$ cat config.mk
export PLATFORM = sky130hd
export DESIGN_NAME = car_drive
export DESIGN_NICKNAME = d
export VERILOG_FILES = /design/src/rtl/elevator_pkg.sv /design/src/rtl/tick_timer.sv /design/src/rtl/car_drive.sv
export SDC_FILE = /design/constraint.sdc
export NUM_CORES = 1
export LEC_CHECK = 0
export BUFFER_PORTS_ARGS = -buffer_cell sky130_fd_sc_hd__buf_4
export CORE_MARGIN = 2
export CORE_UTILIZATION = 52
export CTS_CLUSTER_DIAMETER = 30
export DETAILED_ROUTE_END_ITERATION = 10
export PLACE_DENSITY = 0.74
export SYNTH_ARGS = -nofsm -noshare
export SYNTH_HDL_FRONTEND = slang
export SYNTH_SLANG_ARGS = --single-unit
$ cat constraint.sdc
create_clock -name clk -period 3.5 [get_ports clk]
set_input_delay 0 -clock clk [delete_from_list [all_inputs] [get_ports clk]]
set_output_delay 0 -clock clk [all_outputs]
set_load 0.02 [all_outputs]
$ cat src/rtl/elevator_pkg.sv
// Shared elevator types and constants.
package elevator_pkg;
    localparam int FLOOR_W       = 3;
    localparam int DEF_TOP_FLOOR = 7;

    typedef enum logic [2:0] {
        CLOSED,
        MOVE_UP,
        MOVE_DN,
        OPENING,
        OPENED,
        CLOSING
    } state_t;
endpackage

$ cat src/rtl/tick_timer.sv
// Loadable down-counter with zero flag; shared by travel and door strokes.
module tick_timer #(
    parameter int W = 4
) (
    input  logic         clk,
    input  logic         rst,
    input  logic         load,
    input  logic         dec,
    input  logic [W-1:0] load_val,
    output logic [W-1:0] count,
    output logic         zero
);
    // load wins over decrement; the count saturates at zero
    always_ff @(posedge clk) begin
        if (rst)
            count <= '0;
        else if (load)
            count <= load_val;
        else if (dec && count != '0)
            count <= count - 1'b1;
    end

    assign zero = (count == '0);
endmodule

$ cat src/rtl/car_drive.sv
// Elevator car drive: travel between floors and door strokes, with interlocks.
module car_drive
    import elevator_pkg::*;
#(
    parameter int FLOOR_TICKS = 8,
    parameter int DOOR_TICKS  = 4,
    parameter int TOP_FLOOR   = DEF_TOP_FLOOR
) (
    input  logic               clk,
    input  logic               rst,
    input  logic               up,
    input  logic               down,
    input  logic               open,
    input  logic               close,
    output logic [FLOOR_W-1:0] pfloor,
    output logic               arrive,
    output logic               moving,
    output logic               door_open,
    output logic               door_closed,
    output logic               fault
);
    localparam int CNT_MAX = (FLOOR_TICKS > DOOR_TICKS) ? FLOOR_TICKS : DOOR_TICKS;
    localparam int CW      = (CNT_MAX > 2) ? $clog2(CNT_MAX) : 1;
    // Timer is loaded with N-1 on entry so the state lasts exactly N cycles
    localparam logic [CW-1:0]      FLOOR_LD = CW'(FLOOR_TICKS - 1);
    localparam logic [CW-1:0]      DOOR_LD  = CW'(DOOR_TICKS - 1);
    localparam logic [FLOOR_W-1:0] TOP      = FLOOR_W'(TOP_FLOOR);

    state_t              state, state_n;
    logic                ld, dec, zero, flt, arr;
    logic [CW-1:0]       ld_val, cnt;
    logic [FLOOR_W-1:0]  floor_n;

    tick_timer #(.W(CW)) u_timer (
        .clk      (clk),
        .rst      (rst),
        .load     (ld),
        .dec      (dec),
        .load_val (ld_val),
        .count    (cnt),
        .zero     (zero)
    );

    // Next state, timer control and next output values
    always_comb begin
        state_n = state;
        ld      = 1'b0;
        dec     = 1'b0;
        ld_val  = DOOR_LD;
        flt     = 1'b0;
        arr     = 1'b0;
        floor_n = pfloor;
        case (state)
            CLOSED: begin
                if (open) begin
                    state_n = OPENING;
                    ld      = 1'b1;
                end else if (up && down) begin
                    flt = 1'b1;
                end else if (up) begin
                    if (pfloor >= TOP) flt = 1'b1;
                    else begin
                        state_n = MOVE_UP;
                        ld      = 1'b1;
                        ld_val  = FLOOR_LD;
                    end
                end else if (down) begin
                    if (pfloor == '0) flt = 1'b1;
                    else begin
                        state_n = MOVE_DN;
                        ld      = 1'b1;
                        ld_val  = FLOOR_LD;
                    end
                end
            end
            MOVE_UP, MOVE_DN: begin
                if (zero) begin
                    state_n = CLOSED;
                    arr     = 1'b1;
                    floor_n = (state == MOVE_UP) ? pfloor + 1'b1 : pfloor - 1'b1;
                end else begin
                    dec = 1'b1;
                end
            end
            OPENING: begin
                if (zero) state_n = OPENED;
                else      dec     = 1'b1;
            end
            OPENED: begin
                // door interlock: motion requests with open doors are rejected
                if (up || down) flt = 1'b1;
                if (close && !open) begin
                    state_n = CLOSING;
                    ld      = 1'b1;
                end
            end
            CLOSING: begin
                // an open request reverses the stroke with a full reload
                if (open) begin
                    state_n = OPENING;
                    ld      = 1'b1;
                end else if (zero) begin
                    state_n = CLOSED;
                end else begin
                    dec = 1'b1;
                end
            end
            default: state_n = CLOSED;
        endcase
    end

    // State and registered outputs derived from the next state
    always_ff @(posedge clk) begin
        if (rst) begin
            state       <= CLOSED;
            pfloor      <= '0;
            arrive      <= 1'b0;
            fault       <= 1'b0;
            moving      <= 1'b0;
            door_open   <= 1'b0;
            door_closed <= 1'b1;
        end else begin
            state       <= state_n;
            pfloor      <= floor_n;
            arrive      <= arr;
            fault       <= flt;
            moving      <= (state_n == MOVE_UP) || (state_n == MOVE_DN);
            door_open   <= (state_n == OPENED);
            door_closed <= (state_n == CLOSED) || (state_n == MOVE_UP) || (state_n == MOVE_DN);
        end
    end
endmodule

After elaboration in Yosys (flattened, before gate mapping). Index checks and enable logic that the tools add are counted.

Register bits: 14. Input port bits: 6. Output and inout port bits: 8. Word-level logic and storage cells: 81.

$add $sub $neg: 3. Order comparisons: 1. Eq/ne operators: 8. Multiplexer cells: 42. Bitwise gates (word level): 1. Reductions and logical operators: 18.

Operators with widths (number): 3-bit two-way mux (20); 1-bit two-way mux (18); 3-bit case mux with 5 select lines (1); 3-bit zero test (4); 3-bit by 2-bit equality test with 1-bit output (second input constant) (3); 3-bit equality test (second input constant) (3); 3-bit by 1-bit equality test with 1-bit output (second input constant) (2); 3-bit by 1-bit subtractor with 3-bit output (second input constant) (2); 1-bit logical OR (4); 1-bit case mux with 2 select lines (2); 2-bit OR reduction (2); 3-bit by 1-bit adder with 3-bit output (second input constant) (1); 3-bit >= comparator (second input constant) (1); 1-bit logical AND (3); 1-bit case mux with 3 select lines (1); 3-bit nonzero test (1); 3-bit OR reduction (1); 2-bit AND reduction (1); 2-bit nonzero test (1); 1-bit zero test (1); 1-bit inverter (1).

Longest topological paths before layout. Gate-level depths: netlist (run 1).

Depth in word-level cells: 10. Gate-level depth with buffers: 7.

By module. Synthesis (run 1) repeated with hierarchy kept, for this count alone.

Cells, all modules: 89. Area total of the unflattened synthesis: 815.8 sq um.

Modules (own cells, without submodules): car_drive (times used 1, cells an instance 68, area each 633.1 sq um, seq. area each 220.2 sq um); tick_timer (times used 1, cells an instance 21, area each 182.7 sq um, seq. area each 60.1 sq um).

Worst setup path after synthesis (run 1). No wires, ideal clock.

Path kind: register to register. From: register state[1]. To: register pfloor[2]. Setup time: 71 ps. Data arrival time: 1756 ps. Data required time: 3429 ps. Setup slack: 1673 ps. Stages on the path, launching flop included: 7. Buffers on the path: 1. Clock period less this slack: 1827 ps. Path through: dfxtp_1 -> buf_6 -> or3_1 -> fa_1 -> xnor2_1 -> or3_1 -> a21oi_1.

Word-level cells in the longest chain between the ends: 3. Elaborated cells between the ends (all ways): 5.

Ends and longest elaborated chain: start, declared (RTL line car_drive.sv:29) `state_t state, state_n;`; start signal, assigned (RTL line car_drive.sv:123) `state <= state_n;`; 3-bit by 1-bit equality test with 1-bit output / 3-bit by 2-bit equality test with 1-bit output (equally long branches) (RTL line car_drive.sv:53, car_drive.sv:80); 2-bit OR reduction (RTL line car_drive.sv:53) `case (state)`; 2-bit AND reduction (no line); end signal, assigned (RTL line car_drive.sv:124) `pfloor <= floor_n;`; end, declared (RTL line car_drive.sv:15) `output logic [FLOOR_W-1:0] pfloor,`.

Several ways; a longest one is shown, not always the timed one. A chain may end at the register's enable or synchronous reset.

Worst setup path after layout (run 1).
From: register state[0]. To: register pfloor[2].

Same word-level chain as after synthesis.

==> summary.txt, run 1 <==
Clock network
  – Number of setup buffers added after CTS: 0
  – TritonCTS clock tree: yes
  – Clock buffer depth: 2
  – # clock sinks: 14
  – Post-cts resize count: 0
  – Worst-Skew Late Latency: about 0.28 ns
  – H-tree depth: 1
  – CTS Buf Count: 3
  – Clock slew at reported path FFs: about 0.09 ns
  – Root cell of the clock tree: clkbuf_4

Timing
  – Hold Vio Cnt, Final: 0
  – RSZ-0062 raised after global routing: false
  – Least-Margin Pin Slew: between 0.3 and 0.4 ns
  – Final setup margin: roughly 1.4 ns
  – Headroom to the max-slew limit: approximately 75%
  – Min Tclk post-route: slightly above 2 ns
  – Setup TNS: 0 ns
  – Highest clock rate: roughly 480 MHz
  – Final Slew Violations: 0
  – Period utilization: around 59%
  – Final setup viols: 0
  – Final hold slack: between 0.03 and 0.04 ns
  – Clock Skew: approximately 0.0017 ns

Detailed routing
  – Post-route ant nets: 0
  – Total Wirelength: 1600 µm
  – Avg Vias per Cell: around 5.7
  – DRC violations left: 0
  – Drt wl/cell: roughly 13 µm
  – Drt pass-1 iters: 4
  – DRT iter0 DRCs: 13
  – Routed via count: 709

Setup path
  – Crit Path Max Fanout: 7
  – Slowest CP cell: dfxtp_1
  – Worst setup path category: register to register
  – CP arrival: ~2.3 ns
  – Critical Path End Type: register
  – Required time of the critical path: around 3.7 ns
  – Startpoint Class: register
  – Crit-path max cell delay: ~0.5 ns
  – CP most frequent cell: or3_1
  – Worst-path cell chain: inv_2 > or3_1 > fa_1 > xnor2_1 > or3_1 > a21oi_1

Placement
  – Placed cell count: 120
  – Final GP Congestion: approximately 0.84
  – Input/output buffers: 13
  – DP Worst Slack: ~1.5 ns
  – DP Wirelength: ~1200 µm
  – Instance area at placement: 916 µm²

Floorplan
  – Top Ports: 14
  – Die Width: ~44 µm
  – Rows: 14
  – Starting density of the core: 56.0%
  – Core Area: about 0.0015 mm²
  – Die area: roughly 0.0020 mm²
  – Die Height: between 40 and 50 µm

Yosys
  – Dominant synthesized flop cell: dfxtp_1
  – Largest area contributor in the netlist: dfxtp_1
  – Ranking of synthesized cells by area: dfxtp_1 (33%), nor2_1 (6.2%), a21oi_1 (4.2%)
  – Post-synth ARST share: 0%
  – Top cell type's share of synthesized area: 33.2%
  – Cell Area, Synth: roughly 840 µm²
  – FF+latch count, synth: 14
  – Post-synth EDFFs: 0
  – Cell variety after synth: 39
  – Sequential fraction of the synthesis area: approximately 33%
  – Synth Warn #: 0
  – Cells after Synth: 96
  – Mapped Nets: approximately 110
  – Avg Inst Size Synth: about 8.8 µm²

Cells and area
  – Share of post-route cells with drive strength above 1: a little under a quarter
  – Most frequent cells in the layout: nor2_1 (14), dfxtp_1 (14), buf_4 (13)
  – N_diodes: 0
  – Finished Layout Cells: 125
  – P&R area growth vs syn: 14.1%
  – # nets final: 119
  – Post-route cell area: approximately 960 µm²

Global routing
  – Initial antenna violation count: 0
  – Largest net degree at the start of global routing: 15
  – Grt total ovfl: 0
  – All-layer global routing usage: around 20%
  – Vias in the first global route: roughly 620
  – First-pass GRT wire length: between 2000 and 3000 µm

Status
  – Status: finished, final reports clean

Hold path
  – Hold crit path type: primary input to register

Power and ir drop
  – Peak VDD IR: around 0.56 mV
  – LEAKAGE: 0.000416 µW
  – Power per cell area: approximately 870 mW/mm²

Flow run
  – Max-Cap Viols: 0
[per-layer routing]
metal	track usage [%]	wire length [µm]	up-vias
met3	4.90	69	5
met5	0	0	-
met2	28.8	758	19
met4	9.09	32	0
met1	27.9	741	325
li1	-	-	360
[stage by stage]
stage                     utilization [%]  total power [µW]
final                                63.9               836
after global routing                 63.9               910
after detailed placement             60.8               715
after floorplan                         -               632
after global placement               60.8               704
after CTS                            63.9               840
[where the power goes]
part | total, µW | internal, µW | switching [µW]
Sequential | 270 | 213 | 57.4
Clock | 118 | 63.4 | 54.7
Combinational | 448 | 207 | 240
[worst paths after layout]
path,from,endpoint,slack (ns),cells past startpoint
setup reg to reg,state[0],pfloor[2],1.43,6
hold / removal,up,fault,0.03,3
setup / recovery,state[0],pfloor[2],1.43,6
hold reg to reg,u_timer.count[1],u_timer.count[1],0.54,2
[cell type report]
class / instances / area, µm²
multi-input cells: 72 / 499
fillers: 125 / 544
flip-flops and latches: 14 / 280
well taps: 16 / 20.0
repair buffers: 14 / 108
clock buffers: 4 / 36.3
inverters: 5 / 18.8
[critical path, delay by kind of cell (launching register included)]
kind	cells	cell delay, ns
flip-flops	1	0.50
adder cells (fa/ha/maj)	1	0.39
buffers and inverters	1	0.09
XOR/XNOR	1	0.15
AO/OA/AOI/OAI	1	0.18
AND/OR/NAND/NOR	2	0.69
[repair_timing]
action	CTS	global route
endpoints found under the setup margin	0	0
hold buffers	1	0
endpoints found under the hold margin	7	0
[cell families (layout without fill, tap and decap cells)]
family                   Yosys count  count (layout)  share of synthesized area (%)
flip-flops                        14              14                           33.2
XOR/XNOR                           5               5                           6.08
AO/OA/AOI/OAI                     23              23                           18.2
multiplexers                       3               3                           4.15
adder cells (fa/ha/maj)            3               3                           5.34
buffers and inverters             10              23                           7.57
AND/OR/NAND/NOR                   38              38                           25.4
[state kept, by name, summed over array words and instances (netlist names)]
register and cells:
u_timer.count 3, pfloor 3, door_open 1, state 3, door_closed 1, fault 1
arrive 1, moving 1
[cell usage after synthesis, drive strengths merged, types with 2 or more instances]
cell type / count
nor2: 14
nor2b: 4
or3: 3
nand2b: 2
o211ai: 2
inv: 5
a31oi: 2
o21ai: 5
ha: 2
nand3: 4
nor3: 2
nand2: 3
xor2: 2
a32o: 2
a21oi: 7
xnor2: 3
mux2i: 2
buf: 4
dfxtp: 14
Power figures use the tool's default switching activity.
==> run 2: changes to the inputs <==
- ABC_AREA: default -> 1
- CORE_UTILIZATION: 52 -> 48
- PLACE_DENSITY: 0.74 -> 0.72
- clock period: 3.5 -> 1.9 ns (I/O delays scaled with it)
==> summary.txt, run 2 <==
Clock network
  – Root cell of the clock tree: clkbuf_4
  – Post-CTS Hold Buffers: 1
  – Post-cts resize count: 0
  – Number of setup buffers added after CTS: 0
  – TritonCTS clock tree: yes
  – CTS Buf Count: 3
  – # clock sinks: 14
  – Clock slew at reported path FFs: 0.09 ns
  – Clock buffer depth: 2
  – H-tree depth: 1
  – Worst-Skew Late Latency: between 0.2 and 0.3 ns

Floorplan
  – Die Height: roughly 45 µm
  – Top Ports: 14
  – Die Width: 45.1 µm
  – Starting density of the core: approximately 53%
  – Rows: 14
  – Die area: just over 0.002 mm²
  – Core Area: around 0.0015 mm²

Cells and area
  – Footprint of the multi-input gates: 464 µm²
  – Finished Layout Cells: 150
  – Commonest non-fill, non-tap cell in the layout: nand2_1
  – P&R area growth vs syn: 19.2%
  – Most frequent cells in the layout: nand2_1 (30), nor2_1 (16), dfxtp_1 (14)
  – # nets final: 144
  – Top flop regs: pfloor (3), state (3), u_timer.count (3)
  – Share of post-route cells with drive strength above 1: 23.9%
  – N_diodes: 0
  – FF/Latch Area: around 280 µm²
  – Fillcell total: about 150

Yosys
  – Cell Area, Synth: a little over 800 µm²
  – Post-synth EDFFs: 0
  – Count leader, synth: nand2_1
  – Cell variety after synth: 27
  – Top cell type's share of synthesized area: roughly a third
  – Synth top cells by count: nand2_1 (30), nor2_1 (16), dfxtp_1 (14)
  – Sequential fraction of the synthesis area: 34.6%
  – Dominant synthesized flop cell: dfxtp_1
  – Mapped Nets: between 100 and 150
  – Largest area contributor in the netlist: dfxtp_1
  – Avg Inst Size Synth: 6.86 µm²
  – Ranking of synthesized cells by area: dfxtp_1 (35%), nand2_1 (14%), nor2_1 (7.4%)
  – Synth Warn #: 0
  – FF+latch count, synth: 14
  – Cells after Synth: about 120
  – Post-synth ARST share: 0%

Detailed routing
  – Post-route ant nets: 0
  – Total Wirelength: about 1700 µm
  – Avg Vias per Cell: about 5.2
  – Routed via count: just under 800
  – Drt wl/cell: between 10 and 15 µm
  – DRT iter0 DRCs: 17
  – Drt pass-1 iters: 4
  – DRC violations left: 0

Setup path
  – R2R Setup Slk: around 0.29 ns
  – Crit-path max cell delay: 0.42 ns
  – CP arrival: 1.80 ns
  – Crit Path Max Fanout: 9
  – Critical Path End Type: register
  – RR Startpoint: state[2]
  – Required time of the critical path: 2.08 ns
  – Worst setup path category: register to register
  – Slowest CP cell: dfxtp_1
  – Startpoint Class: register
  – Worst reg2reg path depth: 6
  – Worst-path cell chain: inv_1 > nand3_1 > fa_1 > xor2_1 > and3_1 > nor3_2
  – FF-to-FF End: pfloor[2]

Power and ir drop
  – LEAKAGE: 0.000507 µW
  – Peak VDD IR: just over 0.9 mV
  – Power per cell area: 1780 mW/mm²

Timing
  – Hold Vio Cnt, Final: 0
  – Min Tclk post-route: roughly 1.6 ns
  – RSZ-0062 raised after global routing: false
  – Final setup margin: 0.285 ns
  – Least-Margin Pin Slew: roughly 0.35 ns
  – Headroom to the max-slew limit: roughly 76%
  – Final setup viols: 0
  – Setup TNS: 0 ns
  – Clock Skew: between 0.004 and 0.005 ns
  – Highest clock rate: about 620 MHz
  – Period utilization: a little over four fifths
  – Final Slew Violations: 0

Global routing
  – Largest net degree at the start of global routing: 10
  – Vias in the first global route: slightly above 700
  – All-layer global routing usage: around a fifth
  – Grt total ovfl: 0
  – First-pass GRT wire length: just under 3000 µm
  – Initial antenna violation count: 0

Placement
  – DP Worst Slack: roughly 0.34 ns
  – Input/output buffers: 13
  – Final GP Congestion: 0.878
  – DP Wirelength: 1300 µm
  – Placed cell count: between 100 and 150

Flow run
  – Max-Cap Viols: 0

Hold path
  – Hold Path End: fault
  – Worst Hold Launch: up
  – Hold path cells: 3
  – Hold crit path type: primary input to register

Status
  – Status: finished, final reports clean
run 2: cell types whose count changed after synthesis, sizes merged, moves of 3 or more:
cell   change
nand3      +3
nand2     +30
nor2       +5
nor2b      -4
or3        -3
xnor2      -3
inv        +9
run 2: layout make-up:
type                            count  share of cell area [%]
Clock buffer                        4                    3.76
Timing Repair Buffer               14                    11.2
Inverter                           15                    5.84
Multi-Input combinational cell     87                    48.1
Tap cell                           16                    2.08
Sequential cell                    14                    29.1
run 2: power by group:
part	leakage, µW	switching (µW)	internal (µW)
Combinational	0.000370	599	370
Sequential	0.000115	117	409
Clock	0.0000210	104	117
run 2: cell families (layout without fill, tap and decap cells):
kind of cell	count (synthesis)	after routing	synth area share (%)
AO/OA/AOI/OAI	16	16	11.7
flip-flops	14	14	34.6
XOR/XNOR	1	1	1.08
buffers and inverters	17	33	8.04
adder cells (fa/ha/maj)	3	3	5.56
AND/OR/NAND/NOR	67	67	38.9
run 2: critical path, delay by kind of cell (launching register included):
| family | cells | cell delay, ns |
|---|---|---|
| AND/OR/NAND/NOR | 3 | 0.36 |
| XOR/XNOR | 1 | 0.20 |
| adder cells (fa/ha/maj) | 1 | 0.40 |
| flip-flops | 1 | 0.42 |
| buffers and inverters | 1 | 0.13 |
run 2: how the worst max path moves through the flow:
stage / from / end
after global routing: state[2] / pfloor[2]
after global placement: state[2] / pfloor[2]
after CTS: state[2] / pfloor[2]
after floorplan: state[2] / pfloor[2]
final: state[2] / pfloor[2]
after detailed placement: state[2] / pfloor[2]
run 2: metal layers:
metal	track usage, %	up-vias	part of all wire [%]
met5	0	-	0
met4	10.6	0	2.0
met3	2.40	5	6.1
met2	30.6	22	44
met1	27.3	342	48
li1	-	408	-
run 2: per-stage QoR:
stage / area, µm² / utilization (%) / hold WS (ns) / power [µW]
final: 965 / 62.6 / 0.0271 / 1720
after global routing: 965 / 62.6 / 0.0362 / 1880
after CTS: 965 / 62.6 / 0.0282 / 1720
after detailed placement: 918 / 59.6 / 0.260 / 1490
after global placement: 918 / 59.6 / 0.254 / 1460
after floorplan: 810 / - / 0.189 / 1250
==> run 3: changes to the inputs <==
- CORE_UTILIZATION: 48 -> 52
- PLACE_DENSITY: 0.72 -> 0.74
- clock period: 1.9 -> 1.5 ns (I/O delays scaled with it)
==> summary.txt, run 3 (synthesized netlist as in run 2, its figures left out) <==
Setup path
  – Required time of the critical path: ~1.7 ns
  – RR Startpoint: state[0]
  – Critical Path End Type: register
  – Slowest CP cell: dfxtp_1
  – Crit-path max cell delay: between 0.3 and 0.4 ns
  – Worst Setup SP: state[0]
  – Worst setup path category: register to register
  – Worst-path cell chain: buf_4 > inv_2 > nand2_2 > nor2_4 > nand2_1 > nand2_1 > clkinv_1 > nand2_2 > o21ai_1
  – CP arrival: about 1.6 ns
  – Crit Path Max Fanout: 5
  – Startpoint Class: register

Placement
  – DP Wirelength: ~1400 µm
  – Final GP Congestion: 0.847
  – DP Worst Slack: between 0.03 and 0.04 ns
  – Input/output buffers: 13

Cells and area
  – P&R area growth vs syn: 26.1%
  – Share of post-route cells with drive strength above 1: 32.6%
  – Fillcell total: 131
  – Top flop regs: pfloor (3), state (3), u_timer.count (3)
  – FF/Latch Area: 283 µm²
  – Commonest non-fill, non-tap cell in the layout: nand2_1
  – # nets final: around 150
  – N_diodes: 0
  – Most frequent cells in the layout: nand2_1 (29), buf_4 (18), nor2_1 (14)
  – Footprint of the multi-input gates: roughly 500 µm²

Global routing
  – Vias in the first global route: just over 700
  – Grt total ovfl: 0
  – All-layer global routing usage: a little over a fifth
  – Largest net degree at the start of global routing: 10
  – Met1 Resource Use GR: between 20% and 30%
  – First-pass GRT wire length: roughly 3000 µm
  – Global Route met3 Usage: under 10%
  – Grt peak-use layer: met2
  – Routing usage on met2: 38.2%
  – Initial antenna violation count: 0

Detailed routing
  – Drt pass-1 iters: 4
  – Total Wirelength: roughly 1900 µm
  – Drt wl/cell: 12.1 µm
  – DRT iter0 DRCs: 27
  – Avg Vias per Cell: ~5.3
  – DRC violations left: 0
  – Post-route ant nets: 0
  – Routed via count: approximately 820

Timing
  – Period utilization: between 90% and 100%
  – Final setup viols: 0
  – Final setup margin: 0.0751 ns
  – Min Tclk post-route: 1.42 ns
  – Setup TNS: 0 ns
  – Final Slew Violations: 0
  – Least-Margin Pin Slew: approximately 0.27 ns
  – Clock Skew: between 0.001 and 0.0015 ns
  – Highest clock rate: around 700 MHz
  – RSZ-0062 raised after global routing: true
  – Headroom to the max-slew limit: about four fifths
  – Hold Vio Cnt, Final: 0

Clock network
  – CTS Buf Count: 3
  – H-tree depth: 1
  – TritonCTS clock tree: yes
  – Clock slew at reported path FFs: about 0.080 ns
  – Clock buffer depth: 2
  – # clock sinks: 14
  – Root cell of the clock tree: clkbuf_4
  – Worst-Skew Late Latency: between 0.2 and 0.3 ns

Power and ir drop
  – LEAKAGE: between 0.0005 and 0.0006 µW
  – Power, Total: 2380 µW
  – Power per cell area: between 2000 and 2500 mW/mm²
  – Peak VDD IR: between 1 and 1.5 mV

Flow run
  – Max-Cap Viols: 0

Floorplan
  – Starting density of the core: 54.4%
  – Rows: 14
  – Die Height: ~43 µm
  – Die area: between 0.0015 and 0.002 mm²
  – Die Width: 43.5 µm
  – Top Ports: 14
  – Core Area: 0.00149 mm²

Status
  – Status: finished, final reports clean

Hold path
  – Worst Hold Launch: up
  – Hold crit path type: primary input to register
-- run 3: layout make-up --
cell class,instances,share of cell area (%)
inverter,15,5.51
sequential,14,27.7
timing repair buffer,19,14.2
clock buffer,3,2.21
multi-input combinational,87,48.4
tap,16,1.96
-- run 3: where the power goes --
part / switching (µW) / total (µW) / internal [µW]
sequential: 124 / 649 / 525
combinational: 912 / 1520 / 612
clock: 110 / 203 / 92.8
-- run 3: repair_timing --
action	in CTS	in global routing
hold endpoints to repair	8	0
gates resized for setup	0	11
hold buffers	1	0
endpoints found under the setup margin	0	9
buffers inserted	0	1
-- run 3: per-stage QoR --
step | utilization [%] | instances | hold WS, ns | area [µm²]
3_5_place_dp | 63.7 | 149 | 0.247 | 948
3_3_place_gp | 63.7 | 149 | 0.254 | 948
6_report | 68.6 | 154 | 0.0461 | 1020
2_1_floorplan | - | 118 | 0.189 | 810
4_1_cts | 65.9 | 153 | 0.0445 | 981
5_1_grt | 68.6 | 154 | 0.0811 | 1020
-- run 3: worst paths after layout --
kind              slack [ns]          end  depth (start not counted)
setup / recovery        0.08  door_closed                          9
hold / removal          0.05        fault                          3
setup reg to reg        0.08  door_closed                          9
hold reg to reg         0.53    pfloor[0]                          1
-- run 3: critical path, delay by kind of cell, from the launching register on --
kind	cells	cell delay, ns
DFF	1	0.32
buffers and inverters	3	0.38
AOI/OAI and AO/OA	1	0.06
and+or+nand+nor	5	0.56
-- run 3: routing by layer --
layer  vias to the layer above  wire [µm]
met5                         -          0
met4                         0         22
met3                         4        122
met2                        32        916
met1                       364        810
li1                        417          -
